### config.mk
export PLATFORM = sky130hd
export DESIGN_NAME = apb_master_arbiter
export DESIGN_NICKNAME = d
export VERILOG_FILES = /design/src/rtl/shared_pkg.sv /design/src/rtl/rr_arbiter.sv /design/src/rtl/apb_master_arbiter.sv
export SDC_FILE = /design/constraint.sdc
export NUM_CORES = 1
export LEC_CHECK = 0
export ABC_AREA = 1
export BUFFER_PORTS_ARGS = -buffer_cell sky130_fd_sc_hd__buf_2
export CORE_AREA = 2 2 158 160
export DETAILED_ROUTE_END_ITERATION = 7
export DIE_AREA = 0 0 160 162
export MAX_ROUTING_LAYER = met4
export PLACE_DENSITY_LB_ADDON = 0.05
export SLEW_MARGIN = 10
export SYNTH_ARGS = -nofsm -noshare
export SYNTH_HDL_FRONTEND = slang
export SYNTH_SLANG_ARGS = --single-unit
### constraint.sdc
create_clock -name PCLK -period 4.2 [get_ports PCLK]
set_input_delay 0.84 -clock PCLK [delete_from_list [all_inputs] [get_ports PCLK]]
set_output_delay 0.84 -clock PCLK [all_outputs]
set_load 0.005 [all_outputs]
### src/rtl/shared_pkg.sv
// Shared definitions for the APB master arbiter.
//   state_e        : one-hot APB sequencer state (IDLE / SETUP / ACCESS)
//   DATA_WIDTH     : default APB data width
//   ADDR_WIDTH     : default APB address width
//   NUM_REQ        : default number of requesters
//   TIMEOUT_CYCLES : default ACCESS wait-state budget before abort
//   req_idx_t      : requester index type for the default NUM_REQ
package shared_pkg;

  localparam int DATA_WIDTH     = 32;
  localparam int ADDR_WIDTH     = 32;
  localparam int NUM_REQ        = 4;
  localparam int TIMEOUT_CYCLES = 16;

  typedef logic [$clog2(NUM_REQ)-1:0] req_idx_t;

  typedef enum logic [2:0] {
    IDLE   = 3'b001,
    SETUP  = 3'b010,
    ACCESS = 3'b100
  } state_e;

endpackage

### src/rtl/rr_arbiter.sv
// Combinational round-robin arbiter.
//   req        in  NUM_REQ  request vector
//   last_grant in  IDXW     index granted most recently; search starts one above
//   en         in  1        arbitration enable; no grant when low
//   gnt        out NUM_REQ  one-hot grant (all zero when nothing wins)
//   gnt_idx    out IDXW     binary index of the winner (last_grant when none)
module rr_arbiter #(
  parameter int NUM_REQ = 4,
  parameter int IDXW    = $clog2(NUM_REQ)
) (
  input  logic [NUM_REQ-1:0] req,
  input  logic [IDXW-1:0]    last_grant,
  input  logic               en,
  output logic [NUM_REQ-1:0] gnt,
  output logic [IDXW-1:0]    gnt_idx
);

  logic            found;
  logic [IDXW-1:0] idx;

  // Walk last_grant+1 .. last_grant+NUM_REQ (mod NUM_REQ); first hit wins.
  // The previous winner is visited last, which gives the rotation.
  always_comb begin
    gnt     = '0;
    gnt_idx = last_grant;
    found   = 1'b0;
    idx     = '0;
    for (int i = 1; i <= NUM_REQ; i++) begin
      idx = IDXW'((int'(last_grant) + i) % NUM_REQ);
      if (en && !found && req[idx]) begin
        found       = 1'b1;
        gnt[idx]    = 1'b1;
        gnt_idx     = idx;
      end
    end
  end

endmodule

### src/rtl/apb_master_arbiter.sv
// Round-robin arbiter + APB master sequencer sharing one APB slave port.
//   PCLK, PRESETn       clock / async active-low reset
//   req_valid/write     per-requester request strobe and direction
//   req_addr/req_wdata  packed per-requester address and write data
//   req_ready           one-hot accept (combinational)
//   rsp_valid           one-hot one-cycle completion pulse
//   rsp_rdata/rsp_err   read data and error, valid with rsp_valid
//   PSEL..PWDATA        APB master outputs
//   PRDATA/PREADY/PSLVERR APB slave inputs
module apb_master_arbiter #(
  parameter int DATA_WIDTH     = shared_pkg::DATA_WIDTH,
  parameter int ADDR_WIDTH     = shared_pkg::ADDR_WIDTH,
  parameter int NUM_REQ        = shared_pkg::NUM_REQ,
  parameter int TIMEOUT_CYCLES = shared_pkg::TIMEOUT_CYCLES
) (
  input  logic                          PCLK,
  input  logic                          PRESETn,
  input  logic [NUM_REQ-1:0]            req_valid,
  input  logic [NUM_REQ-1:0]            req_write,
  input  logic [NUM_REQ*ADDR_WIDTH-1:0] req_addr,
  input  logic [NUM_REQ*DATA_WIDTH-1:0] req_wdata,
  output logic [NUM_REQ-1:0]            req_ready,
  output logic [NUM_REQ-1:0]            rsp_valid,
  output logic [DATA_WIDTH-1:0]         rsp_rdata,
  output logic                          rsp_err,
  output logic                          PSEL,
  output logic                          PENABLE,
  output logic                          PWRITE,
  output logic [ADDR_WIDTH-1:0]         PADDR,
  output logic [DATA_WIDTH-1:0]         PWDATA,
  input  logic [DATA_WIDTH-1:0]         PRDATA,
  input  logic                          PREADY,
  input  logic                          PSLVERR
);

  import shared_pkg::state_e;
  import shared_pkg::IDLE;
  import shared_pkg::SETUP;
  import shared_pkg::ACCESS;

  localparam int IDXW  = $clog2(NUM_REQ);
  localparam int CNT_W = $clog2(TIMEOUT_CYCLES + 1);

  state_e state, nxt;

  logic [NUM_REQ-1:0][ADDR_WIDTH-1:0] addr_a;
  logic [NUM_REQ-1:0][DATA_WIDTH-1:0] wdata_a;

  logic [NUM_REQ-1:0]    gnt;
  logic [IDXW-1:0]       gnt_idx, last_grant, cur_idx;
  logic [CNT_W-1:0]      wait_cnt;
  logic                  in_access, timeout, done, acc_en, accept;

  logic [ADDR_WIDTH-1:0] paddr_q;
  logic [DATA_WIDTH-1:0] pwdata_q, rsp_rdata_q;
  logic                  pwrite_q, rsp_err_q;
  logic [NUM_REQ-1:0]    rsp_valid_q;

  assign addr_a  = req_addr;
  assign wdata_a = req_wdata;

  assign in_access = (state == ACCESS);
  // Abort fires on the ACCESS cycle after TIMEOUT_CYCLES consecutive wait states.
  assign timeout   = in_access & ~PREADY & (wait_cnt == CNT_W'(TIMEOUT_CYCLES));
  assign done      = in_access & (PREADY | timeout);
  // A new winner may be taken from IDLE, or on the completing ACCESS cycle so
  // the next SETUP overlaps the response pulse (2 cycles per transfer).
  assign acc_en    = (state == IDLE) | done;
  assign accept    = |gnt;

  rr_arbiter #(.NUM_REQ(NUM_REQ), .IDXW(IDXW)) u_arb (
    .req        (req_valid),
    .last_grant (last_grant),
    .en         (acc_en),
    .gnt        (gnt),
    .gnt_idx    (gnt_idx)
  );

  assign req_ready = gnt;

  // Decoded straight from the state register so an async reset drops them at once.
  assign PSEL    = (state == SETUP) | (state == ACCESS);
  assign PENABLE = in_access;
  assign PADDR   = paddr_q;
  assign PWRITE  = pwrite_q;
  assign PWDATA  = pwdata_q;

  assign rsp_valid = rsp_valid_q;
  assign rsp_rdata = rsp_rdata_q;
  assign rsp_err   = rsp_err_q;

  always_comb begin
    nxt = state;
    case (state)
      IDLE:    if (accept) nxt = SETUP;
      SETUP:   nxt = ACCESS;
      ACCESS:  if (done) nxt = accept ? SETUP : IDLE;
      default: nxt = IDLE;
    endcase
  end

  always_ff @(posedge PCLK or negedge PRESETn) begin
    if (!PRESETn) begin
      state       <= IDLE;
      paddr_q     <= '0;
      pwdata_q    <= '0;
      pwrite_q    <= 1'b0;
      cur_idx     <= '0;
      last_grant  <= IDXW'(NUM_REQ - 1);
      wait_cnt    <= '0;
      rsp_valid_q <= '0;
      rsp_rdata_q <= '0;
      rsp_err_q   <= 1'b0;
    end else begin
      state <= nxt;

      if (accept) begin
        paddr_q    <= addr_a[gnt_idx];
        pwrite_q   <= req_write[gnt_idx];
        pwdata_q   <= req_write[gnt_idx] ? wdata_a[gnt_idx] : '0;
        cur_idx    <= gnt_idx;
        last_grant <= gnt_idx;
      end

      if (in_access & ~PREADY & ~timeout) wait_cnt <= wait_cnt + 1'b1;
      else                                wait_cnt <= '0;

      // Response uses the outgoing transfer's cur_idx/pwrite_q; a same-cycle
      // accept only updates them at this edge.
      rsp_valid_q <= '0;
      rsp_rdata_q <= '0;
      rsp_err_q   <= 1'b0;
      if (done) begin
        rsp_valid_q[cur_idx] <= 1'b1;
        rsp_err_q            <= ~PREADY | PSLVERR;
        rsp_rdata_q          <= (PREADY & ~pwrite_q) ? PRDATA : '0;
      end
    end
  end

endmodule

* Word-level counts from Yosys, hierarchy flattened *
Index checks and enable logic that the tools add are counted.

storage, ports and cells
  memory bits (read-only) = 0
  memories = 0
  bits in registers = 114
  output and inout bits = 108
  bits in latches = 0
  bits in writable memories = 0

operators by class
  reductions and logical operators = 17
  equality and inequality tests = 6
  $mul = 0
  bitwise operators = 15
  $lt $le $gt $ge = 11
  add/sub/neg operators = 5
  div/mod/pow operators = 0
  shift operators = 0
  muxes and demuxes = 45

operator list
  kind                                                                           count
  32-bit 2-to-1 mux                                                              5
  32-bit binary-select mux with 2-bit select                                     2
  4-bit 2-to-1 mux                                                               5
  2-bit by 3-bit less-than comparator with 1-bit output (second input constant)  6
  1-bit 2-to-1 mux                                                               14
  1-bit logical AND                                                              12
  4-bit bitwise OR                                                               3
  1-bit binary-select mux with 2-bit select                                      5
  1-bit demux with 2-bit select                                                  5
  2-bit by 1-bit >= comparator with 1-bit output (second input constant)         5
  2-bit 2-to-1 mux                                                               5
  3-bit case mux with 3 select lines                                             1
  3-bit 2-to-1 mux                                                               2
  5-bit by 1-bit adder with 5-bit output (second input constant)                 1
  1-bit bitwise AND                                                              5
  5-bit == test (second input constant)                                          1
  5-bit 2-to-1 mux                                                               1
  2-bit by 1-bit adder with 2-bit output (second input constant)                 2
  2-bit adder (second input constant)                                            2
  1-bit bitwise OR                                                               4
  4-bit OR reduction                                                             1
  3-bit by 1-bit == test with 1-bit output (second input constant)               1
  3-bit by 2-bit == test with 1-bit output (second input constant)               1
  3-bit == test (second input constant)                                          1
  5 further kinds                                                                9

* Longest topological paths before layout *
Gate-level depths: netlist of run 1.

  depth after elaboration = 24
  depth in mapped cells = 22
  depth with buffers taken out = 20

* Modules after synthesis *
From an unflattened synthesis of run 1, not the netlist that was laid out.

unflattened totals
  cells, all modules = 1174
  area total of the unflattened synthesis = 7477.2 um^2

modules (own cells, without submodules)
  module              area each (um^2)  cells each  times used
  apb_master_arbiter  6981.7            1095        1
  rr_arbiter          495.5             79          1

* Worst setup path after synthesis of run 1 *
OpenSTA, ideal clock, no wires.

  kind = register to output
  start = reg last_grant[0]
  end = out req_ready[3]
  setup slack = 1.576 ns
  data arrival time = 1.784 ns
  required time = 3.360 ns
  cell stages (with the launch flop) = 10
  path through = dfstp_2 inv_2 ha_1 inv_1 nand2_2 nand2_4 a21oi_4 buf_6 nand4_1 nand3_1

on the way
  longest elaborated chain between the ends = 17
  elaborated cells between the ends (all ways) = 52

RTL lines
  what                                                                                                            line                       RTL
  from (decl)                                                                                                     apb_master_arbiter.sv:50   logic [IDXW-1:0] gnt_idx, last_grant, cur_idx;
  from (signal assigned)                                                                                          apb_master_arbiter.sv:109  last_grant <= IDXW'(NUM_REQ - 1);
  from (signal assigned)                                                                                          apb_master_arbiter.sv:122  last_grant <= gnt_idx;
  parallel branches: the longest is 16 deep, another holds 2-bit by 3-bit less-than comparator with 1-bit output  --
  4-bit 2-to-1 mux (*)                                                                                            rr_arbiter.sv:30           if (en && !found && req[idx]) begin
  to (decl)                                                                                                       apb_master_arbiter.sv:22   output logic [NUM_REQ-1:0] req_ready,

Mark *: on every way between the ends. The select of a mux whose other input is x is not followed.

* Worst setup path in the final report of run 1 *
  start = reg last_grant[1]
  end = reg paddr_q[31], in the netlist PADDR[31]

on the way
  longest elaborated chain between the ends = 19
  elaborated cells between the ends (all ways) = 59

RTL lines
  what                                        line                       RTL
  2-bit by 1-bit adder with 2-bit output      rr_arbiter.sv:29           idx = IDXW'((int'(last_grant) + i) % NUM_REQ);
  1-bit binary-select mux with 2-bit select   rr_arbiter.sv:30
  1-bit 2-to-1 mux (implied by the code)      rr_arbiter.sv:30
  1-bit logical AND                           rr_arbiter.sv:30
  1-bit 2-to-1 mux                            rr_arbiter.sv:30
  1-bit logical NOT                           rr_arbiter.sv:30
  1-bit logical AND (2 in a row)              rr_arbiter.sv:30
  1-bit 2-to-1 mux                            rr_arbiter.sv:30
  1-bit logical NOT                           rr_arbiter.sv:30
  1-bit logical AND (2 in a row)              rr_arbiter.sv:30
  1-bit 2-to-1 mux                            rr_arbiter.sv:30
  1-bit logical NOT                           rr_arbiter.sv:30
  1-bit logical AND (2 in a row)              rr_arbiter.sv:30
  2-bit 2-to-1 mux                            rr_arbiter.sv:30
  32-bit binary-select mux with 2-bit select  apb_master_arbiter.sv:118  paddr_q <= addr_a[gnt_idx];
  32-bit 2-to-1 mux (implied by the code)     apb_master_arbiter.sv:118
  to (signal assigned)                        apb_master_arbiter.sv:118
  to (decl)                                   apb_master_arbiter.sv:54   logic [ADDR_WIDTH-1:0] paddr_q;

Several ways; a longest one is shown, not always the timed one. The select of a mux whose other input is x is not followed.
A chain may end at the register's enable or synchronous reset.

==> results of run 1 <==
## metal layers
layer	track usage [%]	vias up	wire, um
met4	6.35	0	421
li1	-	4255	-
met3	5.36	28	1860
met5	-	-	0
met2	37.7	309	14300
met1	26.4	3680	12300
## final timing paths
kind / from / slack, ps / to / cells past startpoint
worst max-delay path: last_grant[1] / 550 / PADDR[31] / 17
max in group asynchronous: PRESETn / 2710 / rsp_rdata[25] / 2
min in group asynchronous: PRESETn / 570 / rsp_rdata[6] / 1
worst max register to register: last_grant[1] / 550 / PADDR[31] / 17
worst min register to register: cur_idx[1] / 460 / rsp_valid[1] / 1
worst min-delay path: cur_idx[1] / 460 / rsp_valid[1] / 1
## power by group
part	leakage, uW	switching (uW)	internal [uW]
logic	0.00467	4940	2010
registers	0.00152	169	1440
clock network	0.000283	542	951
## synthesized netlist by cell type, drive strengths merged
master  number
a21oi        2
buf         64
clkbuf       7
dfrtp      111
dfstp        3
ha          10
inv         54
nand2      699
nand3      145
nand3b       1
nand4       13
nor2        14
nor3         5
o21ai        6
xnor2        1
xor2         2
## registers in the layout, summed over array words and instances (netlist names)
register    cells
PWRITE          1
PADDR          32
PWDATA         32
rsp_rdata      32
rsp_valid       4
cur_idx         2
wait_cnt        5
rsp_err         1
state           3
last_grant      2
## critical path, stage by stage, from the launching register on
cell     delay [ps]
dfstp_2         620
inv_1           160
ha_1            380
inv_1           150
nand2_2         120
nand2_4          80
a21oi_4         280
nand3_2         230
nand2_1         160
nand2_4         220
inv_4           150
buf_4           490
nand2_1         110
nand2_1          90
nand2_1          50
nand2_1          90
nand2_1          60
nand2_1          80
## cells by family (layout without fill, tap and decap cells)
family,count (synthesis),count (layout)
buf+inv,125,509
flops,114,114
xor+xnor,3,3
simple gates,877,877
fa+ha+maj,10,10
compound gates,8,8
other cells,0,7
## layout make-up
type,instances,area share [%]
Multi-Input combinational cell,898,37.7
Clock buffer,20,4.44
Inverter,54,2.04
Tap cell,324,4.03
Sequential cell,114,28.4
Clock inverter,12,1.55
Timing Repair Buffer,423,21.7
Antenna cell,7,0.174
## per-stage QoR
stage | std cells | setup WS (ps) | power [uW] | hold WS [ps] | utilization [%]
after global placement | 1813 | 640 | 8720 | 457 | 39.2
after floorplan | 1137 | 1580 | 6900 | 432 | -
after detailed placement | 1813 | 598 | 8720 | 457 | 39.2
after global routing | 1851 | 234 | 11200 | 485 | 41.8
after CTS | 1845 | 579 | 10300 | 465 | 41.7
final | 1852 | 554 | 10100 | 459 | 41.8
==> reports/results.tsv, run 1 <==
metric	value	unit
postCtsHoldBufs	0	
ys_top_cells_by_area	dfrtp_1, nand2_1, nand3_1	
rsz0062_at_grt	no	
grt_pass1_vias	7952	
nets	1818	
finalCritPeriodShare	86.8	%
placed_area	9450	um2
synthAdderAreaFrac	1.72	%
vias_per_cell	4.47	
ys_types	25	
tightest_slew	998	ps
die_h	162	um
crit_path_start_kind	flip-flop	
fp.dieW	160	um
worstPathMaxFanout	59	
ctsResizeCount	0	
power_density	999	nW/um2
cts_setup_buffers	0	
cts_made_buffers	17	
num_rows	57	
avgRoutedWirePerCell	15.6	um
drt-total-wl	28.8	mm
place.gp.congestion	0.870	
finalHoldViolations	0	
overflow	0	
core	24100	um2
regArea	2860	um2
antenna_found_initial	6	
drive_above_1_share	31.1	%
insertion_delay	410	ps
stdcell_area	10100	um2
vias	8272	
hp-class	flip-flop to flip-flop	
synth_top_family_by_area	simple AND/OR/NAND/NOR gates	
ys_seq_area_share	39.4	%
maxSlewViolCount	0	
syn_inst	1137	
maxSlewHeadroom	33.4	%
synth_largest_area_cell	dfrtp_1	
io-pin-count	408	
grt_pass1_wl	43.6	mm
cp-end-kind	flip-flop	
io_buffers	407	
syn2layout_area_growth	38.7	%
ys_seq_elements	114	
ant_nets	0	
final_common_cell	nand2_1	
leakagePower	0.00647	uW
worstPathArrival	3990	ps
clk_pin_slew	60	ps
fin_crit	3650	ps
finalClockSkew	13.0	ps
nFillCells	2680	
grtUsageTotal	22.2	%
synth_mux_area_share	0	%
h-tree-depth	4	
status	finished clean	
synth_fp_nets	1447	
drt_pass1_iterations	7	
yosysTopAreaCellShare	38.3	%
synthSimpleGateAreaFrac	49.0	%
setup_tns	0	ps
drc	0	
initial_core_util	30.1	%
final_cell_mix	nand2_1, buf_2, nand3_1	
synth.cell_area	7260	um2
ys_warn_count	0	
path_class	flip-flop to flip-flop	
synth_xor_area_share	0.362	%
synth.avg_cell_area	6.38	um2
fmax	0.274	GHz
max_cap_violations	0	
die_area	25900	um2
cp.required	4540	ps
setup_viol	0	
cts_sinks	114	
grt_max_degree	73	
multi_input_area	3790	um2
cts_buffer_depth	2	
hpwl	21.6	mm
cts_root_buffer	clkbuf_16	
peakVddDrop	0.585	mV
synth_compound_area_share	0.810	%
drt-initial-drc-count	440	
cts_tree	yes	
Power figures use the tool's default switching activity.
==> run 2: changes to the inputs <==
CORE_AREA = 5 5 156 158   (was 2 2 158 160)
DIE_AREA = 0 0 161 163   (was 0 0 160 162)
==> run 2 against run 1 <==
Net effect:
- via count shrank 1.2%
- wire length grew 1.3%
- maximum frequency shrank 3.3%
- global-route usage grew 0.056 points
- total power shrank 1.9%
- combinational power shrank 1%
- clock power shrank 8%
- flip-flop and latch count is the same
- die area grew 1.2%
- core utilization grew 1.6 points
- non-clock buffer count shrank 5
- largest power group unchanged
==> reports/results.tsv, run 2 (synthesis gave the netlist of run 1 again) <==
metric	value	unit
core	23000	um2
status	finished clean	
p_sw_share	56.6	%
nFillCells	2524	
die_area	26200	um2
vias_per_cell	4.51	
hp-start	cur_idx[1]	
insertion_delay	410	ps
ant_nets	0	
grt_pass1_vias	8199	
final_cell_mix	nand2_1, buf_2, nand3_1	
p_seq_share	16.4	%
path_class	flip-flop to flip-flop	
cts_setup_buffers	0	
peakVddDrop	0.673	mV
crit_path_cell_trace	inv_2, ha_1, inv_1, nand2_2, nand2_4, a21oi_4, nand3_2, nand2_1, nand2_4, inv_4, nand2_1, nand2_1, nand2_1, nand2_2, nand3_1, nand2_1	
combPwrFrac	69.7	%
whs_path_depth	1	
setup_tns	0	ps
drc	0	
nets	1813	
crit_buf_inv	3	
io_buffers	407	
drt-initial-drc-count	432	
fmax	0.265	GHz
ctsResizeCount	0	
r2r_cells	16	
overflow	0	
hpwl	22.1	mm
vias	8171	
holdPathEnd	rsp_valid[0]	
num_rows	56	
internal_power	4290	uW
grtUsageTotal	22.3	%
cts_root_buffer	clkbuf_16	
fin_ws	430	ps
fp.dieW	161	um
maxSlewHeadroom	36.5	%
drt-total-wl	29.2	mm
cts_buffer_depth	2	
h-tree-depth	4	
power_switching	5590	uW
io-pin-count	408	
grt_max_degree	105	
crit_path_start_kind	flip-flop	
finalHoldViolations	0	
critical_path.top_delay_family	simple AND/OR/NAND/NOR gates	
cp_slowest_stage_delay	660	ps
initial_core_util	31.6	%
drive_above_1_share	30.9	%
fin_crit	3770	ps
hp-class	flip-flop to flip-flop	
pwr-share-clk	13.9	%
avgRoutedWirePerCell	16.1	um
finalCritPeriodShare	89.8	%
cts_tree	yes	
crit_top_cell	nand2_1	
worstPathArrival	4110	ps
rrSetupSlack	430	ps
postCtsHoldBufs	0	
cp.required	4540	ps
r2r-start	last_grant[0]	
die_h	163	um
final_common_cell	nand2_1	
antenna_found_initial	5	
cp.depth	16	
cp-end-kind	flip-flop	
cts_made_buffers	17	
syn2layout_area_growth	37.4	%
maxSlewViolCount	0	
setup_viol	0	
post-place-ws	427	ps
worstPathMaxFanout	33	
drt_pass1_iterations	4	
timing.rr.end	PWDATA[28]	
slowest_stage	dfstp_2	
place.gp.congestion	0.849	
finalClockSkew	9.62	ps
leakagePower	0.00643	uW
max_cap_violations	0	
cts_sinks	114	
tightest_slew	952	ps
power_density	990	nW/um2
clk_pin_slew	60	ps
rsz0062_at_grt	no	
grt_pass1_wl	44.9	mm
-- run 2: metrics by stage --
stage	cell area (um2)	cells	total power, uW	hold slack (ps)	util [%]
global placement	9400	1774	8650	446	40.9
detailed placement	9400	1774	8680	449	40.9
global route	9970	1811	11000	481	43.4
finish	9970	1811	9870	458	43.4
CTS	9960	1806	10100	456	43.3
floorplan	7260	1137	6900	432	-
-- run 2: routing by layer --
metal | share of wire [%] | vias to the layer above | wire [um] | GRT usage (%)
li1 | - | 4243 | - | -
met1 | 41 | 3597 | 12100 | 26.6
met2 | 50 | 304 | 14500 | 37.5
met3 | 7.3 | 27 | 2130 | 5.62
met4 | 1.7 | 0 | 488 | 6.44
met5 | 0 | - | 0 | -
-- run 2: power by group through the flow --
stage | sequential (uW) | combinational [uW] | clock, uW
global route | 1650 | 7880 | 1450
CTS | 1620 | 7040 | 1400
global placement | 1630 | 7020 | 0
detailed placement | 1630 | 7050 | 0
floorplan | 1630 | 5270 | 0
finish | 1620 | 6880 | 1370
-- run 2: worst max path at each step --
stage,from,end
2_1_floorplan,last_grant[0],req_ready[3]
3_3_place_gp,last_grant[0],PWDATA[6]
3_5_place_dp,last_grant[0],PWDATA[6]
4_1_cts,last_grant[0],PWDATA[28]
5_1_grt,last_grant[0],PWDATA[28]
6_report,last_grant[0],PWDATA[28]
-- run 2: area by class of cell --
type                            count  area, um2  share of cell area [%]
Clock inverter                     13        113                    1.13
Sequential cell                   114       2860                    28.6
Clock buffer                       19        443                    4.44
Tap cell                          290        363                    3.64
Inverter                           54        205                    2.06
Timing Repair Buffer              418       2180                    21.9
Antenna cell                        5       12.5                   0.125
Multi-Input combinational cell    898       3790                    38.1
==> run 3: changes to the inputs <==
ABC_AREA = default   (was 1)
CORE_AREA = 5 5 153 155   (was 5 5 156 158)
DIE_AREA = 0 0 158 160   (was 0 0 161 163)
==> run 3 against run 2 <==
Net effect:
- sequential share of layout area is 1.1 points higher
- critical path depth is 9 lower
- flip-flop and latch count stayed put
- die area is 3.7% lower
- synthesized cell count is 39% lower
- non-clock buffer count is 4 higher
- hold slack better by 17 ps
- global-route usage is 2.1 points lower
- clock-buffer cell count is 2 lower
- combinational power is 16% lower
- register-to-register slack better by 90 ps
- critical path type is now flip-flop to primary output
- largest power group unchanged
==> reports/results.tsv, run 3 <==
metric	value	unit
cts_sinks	114	
setup_tns	0	ps
path_class	flip-flop to primary output	
clk_pin_slew	60	ps
placed_area	8960	um2
drt_pass1_iterations	4	
finalHoldViolations	0	
place.gp.congestion	0.826	
fp.dieW	158	um
grt_pass1_vias	6658	
finalClockSkew	8.82	ps
slowest_stage	dfstp_2	
grtUsageTotal	20.1	%
vias	6481	
maxSlewHeadroom	37.1	%
yosysMostFrequentCell	nand2_1	
hp-start	PADDR[23]	
synth_largest_area_cell	dfrtp_1	
final_cell_mix	buf_2, nand2_1, dfrtp_1	
worstPathMaxFanout	10	
h-tree-depth	4	
ys_warn_count	0	
crit_path_cell_trace	inv_1, ha_2, mux4_2, or3b_1, a221o_1, a21oi_2, buf_2	
drt-initial-drc-count	381	
io-pin-count	408	
overflow	0	
cp-startpoint	last_grant[1]	
insertion_delay	420	ps
r2r-start	last_grant[1]	
worstPathArrival	3140	ps
grt_max_degree	106	
synthFlopType	dfrtp_1	
ys_seq_area_share	42.6	%
syn2layout_area_growth	43.0	%
num_rows	54	
avgRoutedWirePerCell	18.5	um
final_common_cell	buf_2	
synth_commonest_cells	nand2_1, dfrtp_1, nand3_1, mux2i_1	
finalPower	9000	uW
cp.required	3360	ps
multi_input_area	3520	um2
maxSlewViolCount	0	
syn_inst	697	
hp-class	flip-flop to flip-flop	
status	finished clean	
cts_root_buffer	clkbuf_16	
cp-end-kind	primary output	
cts_tree	yes	
nFillCells	2237	
post-place-ws	468	ps
regArea	2860	um2
nets	1394	
postLayoutCoreUtil	44.2	%
vias_per_cell	4.69	
initial_core_util	30.9	%
fin_crit	3980	ps
fmax	0.252	GHz
peakVddDrop	0.763	mV
cts_made_buffers	17	
finalCritPeriodShare	94.7	%
grt_pass1_wl	38.1	mm
yosysTopAreaCellShare	41.4	%
drc	0	
rsz0062_at_grt	no	
max_cap_violations	0	
drive_above_1_share	46.7	%
tightest_slew	944	ps
cts_buffer_depth	2	
synth.cell_area	6710	um2
crit_path_start_kind	flip-flop	
die_h	160	um
ys_types	54	
die_area	25300	um2
leakagePower	0.00505	uW
setup_viol	0	
stdcell_area	9590	um2
ys_top_cells_by_area	dfrtp_1, mux2i_1, nand2_1	
synth_fp_nets	1007	
postCtsHoldBufs	0	
synth.avg_cell_area	9.62	um2
io_buffers	407	
power_density	939	nW/um2
fin_ws	224	ps
ys_seq_elements	114	
antenna_found_initial	3	
synth-edff-count	0	
cp_slowest_stage_delay	620	ps
hpwl	19.4	mm
ant_nets	0	
drt-total-wl	25.5	mm
async_flop_share	100	%
core	21700	um2
==> run 3: changes by cell type after synthesis, moves of 33 or more <==
| cell | previous run | this run |
|---|---|---|
| a32o_1 | 0 | 33 |
| mux2_2 | 0 | 33 |
| inv_1 | 52 | 10 |
| and2_1 | 0 | 33 |
| mux2i_1 | 0 | 66 |
| nand2_1 | 692 | 170 |
| nand3_1 | 144 | 67 |
==> run 3: logic make-up after synthesis <==
kind of cell,count (synthesis),synth area share [%]
and+or+nand+nor,301,21.2
DFF,114,42.6
muxes,107,17.3
AOI/OAI and AO/OA,96,11.2
buffers and inverters,65,5.35
adders and majority gates,10,1.87
xor gates and xnor gates,4,0.522
==> run 3: worst paths after layout <==
kind	to	slack (ps)	depth (start not counted)
worst max-delay path	req_ready[0]	220	7
worst min-delay path	PADDR[23]	480	2
worst max register to register	PWDATA[2]	520	10
worst min register to register	PADDR[23]	480	2
max in group asynchronous	rsp_rdata[10]	2840	2
min in group asynchronous	PADDR[28]	570	1
==> run 3: critical path: cells and delay by family (launching register included) <==
kind,cells,cell delay [ps]
flip-flops,1,620
AO/OA/AOI/OAI,2,530
adder cells (fa/ha/maj),1,430
multiplexers,1,420
AND/OR/NAND/NOR,1,390
buffers and inverters,2,340
==> run 3: layout make-up <==
class                      instances  area share, %
multi-input combinational        518           36.7
timing repair buffer             422           22.8
clock buffer                      17           4.44
clock inverter                    15           2.01
sequential                       114           29.8
inverter                          11          0.431
tap                              280           3.65
antenna                            4          0.104
==> run 3: stage by stage <==
stage | hold slack [ps] | cells
after floorplan | 453 | 697
after global placement | 466 | 1345
after detailed placement | 471 | 1345
after CTS | 484 | 1377
after global routing | 502 | 1380
final | 475 | 1381
==> run 3: what timing repair did <==
item | CTS | global route
setup endpoints to repair | 0 | 1
endpoints found under the hold margin | 0 | 0
setup buffers | 0 | 0
resized for setup | 0 | 1
==> run 3: layer usage <==
| metal | up-vias | routed length (um) | GRT usage, % |
|---|---|---|---|
| met5 | - | 0 | - |
| met4 | 0 | 320 | 4.65 |
| met3 | 22 | 2090 | 5.82 |
| met2 | 243 | 13000 | 34.2 |
| met1 | 2983 | 10100 | 23.6 |
| li1 | 3233 | - | - |
==> run 3: power by group <==
part | internal, uW | switching, uW | leakage (uW)
clock network | 950 | 590 | 0.000297
registers | 1500 | 178 | 0.00149
logic | 2410 | 3380 | 0.00326
total | 4850 | 4150 | 0.00505
